### src/rtl/viterbi_codec.sv
// rtl/viterbi_codec.sv - rate-1/2 K=3 convolutional encoder and hard-decision Viterbi decoder
module viterbi_codec #(
    parameter int TB_DEPTH = 16,
    parameter int METRIC_W = 8
) (
    input  logic       clk,
    input  logic       rst,
    input  logic       enc_enable_i,
    input  logic       enc_d_i,
    output logic       enc_valid_o,
    output logic [1:0] enc_d_o,
    input  logic       dec_enable_i,
    input  logic [1:0] dec_d_i,
    output logic       dec_valid_o,
    output logic       dec_d_o
);

    localparam int CNT_W = $clog2(TB_DEPTH + 1);
    localparam logic [CNT_W-1:0] CNT_MAX = CNT_W'(TB_DEPTH);
    localparam logic [CNT_W-1:0] CNT_LAST = CNT_W'(TB_DEPTH - 1);
    localparam logic [METRIC_W-1:0] M_INIT = {2'b01, {(METRIC_W-2){1'b0}}};

    logic [1:0] enc_state;

    always_ff @(posedge clk) begin
        if (rst) begin
            enc_state   <= 2'b00;
            enc_d_o     <= 2'b00;
            enc_valid_o <= 1'b0;
        end else if (enc_enable_i) begin
            enc_d_o     <= {enc_d_i ^ enc_state[1] ^ enc_state[0], enc_d_i ^ enc_state[0]};
            enc_state   <= {enc_d_i, enc_state[1]};
            enc_valid_o <= 1'b1;
        end else begin
            enc_valid_o <= 1'b0;
        end
    end

    logic [METRIC_W-1:0] pm     [4];
    logic [TB_DEPTH-1:0] surv   [4];
    logic [METRIC_W-1:0] acs_m  [4];
    logic [METRIC_W-1:0] norm_m [4];
    logic [TB_DEPTH-1:0] acs_s  [4];
    logic [METRIC_W-1:0] min_m;
    logic [1:0]          best;
    logic [CNT_W-1:0]    sym_cnt;

    function automatic logic [1:0] branch_metric(input logic [1:0] rx, input logic [1:0] ex);
        logic [1:0] d;
        d = rx ^ ex;
        return {1'b0, d[1]} + {1'b0, d[0]};
    endfunction

    function automatic logic [METRIC_W-1:0] sat_add(input logic [METRIC_W-1:0] a, input logic [1:0] b);
        logic [METRIC_W:0] s;
        s = {1'b0, a} + {{(METRIC_W-1){1'b0}}, b};
        return s[METRIC_W] ? {METRIC_W{1'b1}} : s[METRIC_W-1:0];
    endfunction

    // State {b,x} is reached from {x,0} or {x,1}; ties keep the s0=0 predecessor.
    always_comb begin
        logic                b_bit;
        logic                x_bit;
        logic [1:0]          pred0;
        logic [1:0]          pred1;
        logic [1:0]          exp0;
        logic [1:0]          exp1;
        logic [METRIC_W-1:0] c0;
        logic [METRIC_W-1:0] c1;
        b_bit = 1'b0;
        x_bit = 1'b0;
        pred0 = 2'b00;
        pred1 = 2'b00;
        exp0  = 2'b00;
        exp1  = 2'b00;
        c0    = '0;
        c1    = '0;
        for (int n = 0; n < 4; n++) begin
            b_bit = (n >= 2);
            x_bit = (n % 2 == 1);
            pred0 = {x_bit, 1'b0};
            pred1 = {x_bit, 1'b1};
            exp0  = {b_bit ^ x_bit, b_bit};
            exp1  = {~(b_bit ^ x_bit), ~b_bit};
            c0    = sat_add(pm[pred0], branch_metric(dec_d_i, exp0));
            c1    = sat_add(pm[pred1], branch_metric(dec_d_i, exp1));
            if (c1 < c0) begin
                acs_m[n] = c1;
                acs_s[n] = {surv[pred1][TB_DEPTH-2:0], b_bit};
            end else begin
                acs_m[n] = c0;
                acs_s[n] = {surv[pred0][TB_DEPTH-2:0], b_bit};
            end
        end
        min_m = acs_m[0];
        best  = 2'd0;
        for (int n = 1; n < 4; n++) begin
            if (acs_m[n] < min_m) begin
                min_m = acs_m[n];
                best  = 2'(n);
            end
        end
        for (int n = 0; n < 4; n++) begin
            norm_m[n] = acs_m[n] - min_m;
        end
    end

    always_ff @(posedge clk) begin
        if (rst) begin
            pm[0] <= '0;
            for (int i = 1; i < 4; i++) pm[i] <= M_INIT;
            for (int i = 0; i < 4; i++) surv[i] <= '0;
            sym_cnt     <= '0;
            dec_valid_o <= 1'b0;
            dec_d_o     <= 1'b0;
        end else if (dec_enable_i) begin
            for (int i = 0; i < 4; i++) begin
                pm[i]   <= norm_m[i];
                surv[i] <= acs_s[i];
            end
            if (sym_cnt != CNT_MAX) sym_cnt <= sym_cnt + 1'b1;
            dec_valid_o <= (sym_cnt >= CNT_LAST);
            dec_d_o     <= acs_s[best][TB_DEPTH-1];
        end else begin
            dec_valid_o <= 1'b0;
        end
    end

endmodule

### config.mk
export PLATFORM = sky130hd
export DESIGN_NAME = viterbi_codec
export DESIGN_NICKNAME = d
export VERILOG_FILES = /design/src/rtl/viterbi_codec.sv
export SDC_FILE = /design/constraint.sdc
export NUM_CORES = 1
export LEC_CHECK = 0
export CAP_MARGIN = 10
export CORE_AREA = 2 2 150 152
export CTS_CLUSTER_SIZE = 40
export DETAILED_ROUTE_END_ITERATION = 10
export DIE_AREA = 0 0 152 154
export HOLD_SLACK_MARGIN = 0.06
export PLACE_DENSITY = 0.56
export SLEW_MARGIN = 20
export SYNTH_ARGS = -nofsm -noshare
export SYNTH_HDL_FRONTEND = slang
export SYNTH_SLANG_ARGS = --single-unit
export TNS_END_PERCENT = 1
### constraint.sdc
create_clock -name clk -period 24.7 [get_ports clk]
set_clock_uncertainty 0.15 [all_clocks]
set_input_delay 7.41 -clock clk [delete_from_list [all_inputs] [get_ports clk]]
set_output_delay 7.41 -clock clk [all_outputs]
set_load 0.1 [all_outputs]
==> qor.yml <==
drt:
  wl_mm: 26.4
  drt_iter0_drc: 778
  num_vias: 8239
  dr.pass1.iters: 5
  post_drt_wl_per_cell_um: 18.8
  drcViolationCount: 0
  antenna_left: 0
  viasPerCell: 5.86
clocking:
  htreeDepth: 3
  clk_latency_ps: 360
  postCtsResizedCells: 0
  cts.sinks: 100
  postCtsSetupBuffers: 0
  clk_pin_slew_worst_paths_ps: 80
  cts_tree: "built"
  clock_path_buffers: 2
  hold_buffers: 0
  tritoncts.num_buffers: 9
  clock-root-buffer: "clkbuf_16"
synthesis:
  synth.distinct_cells: 96
  yosys.area.top_type: "edfxtp_1"
  syn_area_um2: 9720
  synthTopCellsByArea: "edfxtp_1 27%, ha_1 9.9%, mux2i_1 7.0%, nor2_1 5.4%, nand2_1 5.3%"
  synth_nets: 1223
  yosys_warnings: 0
  yosysSeqAreaShare: 0.295
  yosys_most_used_dff: "edfxtp_1"
  synth_top_area_share: 0.269
  avgSynthCellArea_um2: 8.54
  async_flop_share: 0
  ys_ff_latch: 100
  synth-edff-count: 87
  synthCells: 1139
worst_setup_path:
  setup.worst_path.start: "dec_d_i[0]"
  r2r_slack_ps: 10800
  cpMostUsedCell: "ha_1"
  path_class: "in2reg"
  cp_max_fo: 22
  cp.required_ps: 24620
  r2r_start: "pm[0][0]"
  critPathMaxStageDelay_ps: 670
  arrival_ps: 21510
  reg2reg_to: "pm[3][6]"
  crit_slowest_cell: "o41ai_4"
  reg2reg_depth: 49
  start_kind: "input pin"
  cp-end-kind: "flip-flop"
die:
  start_util: 0.448
  die_w_um: 152
  ios: 12
  dieArea_um2: 23400
  die_h_um: 154
  core_area_um2: 21700
  rows: 54
timing:
  layout_min_cycle_time_ps: 21600
  hold_violations: 0
  relSlewSlack: 0.350
  setup_tns_ps: 0
  worstMarginPinSlew_ps: 973
  fin_crit_sh: 0.874
  rsz0062_at_grt: "no"
  finalSetupViolations: 0
  fmax_mhz: 46.3
  final_max_slew_viol_count: 0
grt:
  grt_pass1_wl_mm: 42.1
  antenna_found_initial: 0
  grt_max_degree: 79
  grt_use_total: 0.224
  grt_pass1_vias: 7796
  overflow: 0
worst_hold_path:
  min_from: "enc_d_o[0]"
  min_to: "enc_d_o[0]"
  hold_depth: 2
  hold_path.class: "reg2reg"
finish:
  area_growth_pct: 6.05
  num-nets-final: 1204
  drive_above_1_share: 0.0622
  antenna_cells: 0
  final_core_util: 0.475
place:
  port_buffers: 11
  place.gp.congestion: 0.949
  dp_hpwl_mm: 20.3
run_status:
  status: "completed"
flow_run:
  maxCapViolCount: 0
through the flow:
stage                     std cells  setup slack, ps  area (um^2)  hold WS, ps
after floorplan                1139             5640         9720          303
after global placement         1389             3210         9990          325
after global routing           1405             1990        10300          373
after detailed placement       1389             2920         9990          331
after CTS                      1405             3230        10300          343
final                          1405             3100        10300          340
cells in the mapped netlist (3+ instances only):
master	count
buf_2	11
buf_4	5
and4_1	3
nor3_1	15
nor2b_1	11
nor2_1	140
edfxtp_1	87
maj3_1	4
buf_6	7
a211oi_1	12
xnor2_1	30
or3_1	5
xor2_1	32
a31oi_1	15
a22oi_1	3
nor4_1	3
ha_1	77
a21o_1	21
o21a_1	4
inv_1	60
clkbuf_1	23
mux2_2	7
nand2_1	137
and3_1	28
o21ai_0	63
and2_1	13
o21ai_1	9
nand3_1	31
o311a_1	3
nand2b_1	20
o22ai_1	7
dfxtp_1	13
o31a_1	3
nand4_1	11
a2111oi_0	3
o211ai_1	5
a311o_1	4
mux2i_1	68
o31ai_1	8
a21oi_1	67
flip-flops by register name (all words and copies together), names as in the netlist:
name / flops
enc_valid_o: 1
surv: 56
dec_valid_o: 1
sym_cnt: 5
enc_state: 2
enc_d_o: 2
pm: 32
dec_d_o: 1
cell type report:
type	instances	area (um^2)
sequential	100	2870
fill	2127	11400
clock inverter	7	88.8
clock buffer	9	225
inverter	62	233
timing repair buffer	19	170
multi-input combinational	928	6370
tap	280	350
routing by layer:
metal / wire length [um] / up-vias / part of all wire / GRT usage
li1: - / 4102 / - / -
met1: 12400 / 3858 / 0.47 / 0.308
met2: 12100 / 230 / 0.46 / 0.365
met3: 1080 / 49 / 0.041 / 0.0234
met4: 850 / 0 / 0.032 / 0.0806
met5: 0 / - / 0 / 0
critical path: cells and delay by family:
kind,cells,cell delay [ps]
multiplexers,3,1000
adder cells (fa/ha/maj),9,2780
AO/OA/AOI/OAI,22,6130
buffers and inverters,6,1350
AND/OR/NAND/NOR,12,2810
cells by family (layout without fill, tap and decap cells):
| family | Yosys count | count (layout) | synth area share |
|---|---|---|---|
| AO/OA/AOI/OAI | 277 | 277 | 0.206 |
| XOR/XNOR | 62 | 62 | 0.0559 |
| adder cells (fa/ha/maj) | 82 | 82 | 0.104 |
| buffers and inverters | 111 | 97 | 0.0517 |
| flip-flops | 100 | 100 | 0.295 |
| multiplexers | 76 | 76 | 0.0797 |
| AND/OR/NAND/NOR | 431 | 431 | 0.207 |
cell usage in the layout, fill, tap and decap left out, types with 30 or more instances in the layout:
cell	netlist	layout
o21ai_0	63	63
edfxtp_1	87	87
inv_1	60	60
mux2i_1	68	68
xnor2_1	30	30
xor2_1	32	32
a21oi_1	67	67
nand2_1	137	137
ha_1	77	77
nor2_1	140	139
nand3_1	31	31
how the worst max path moves through the flow:
stage | endpoint | slack, ps | cells after the start
after detailed placement | pm[3][6] | 2920 | 50
after global routing | pm[3][6] | 1990 | 52
after CTS | pm[3][6] | 3230 | 50
after floorplan | pm[1][7] | 5640 | 50
final | pm[3][6] | 3100 | 52
after global placement | pm[1][7] | 3210 | 49
Power is not shown: default switching activity piles up to over one toggle a cycle in this logic, so the estimate is an artifact.
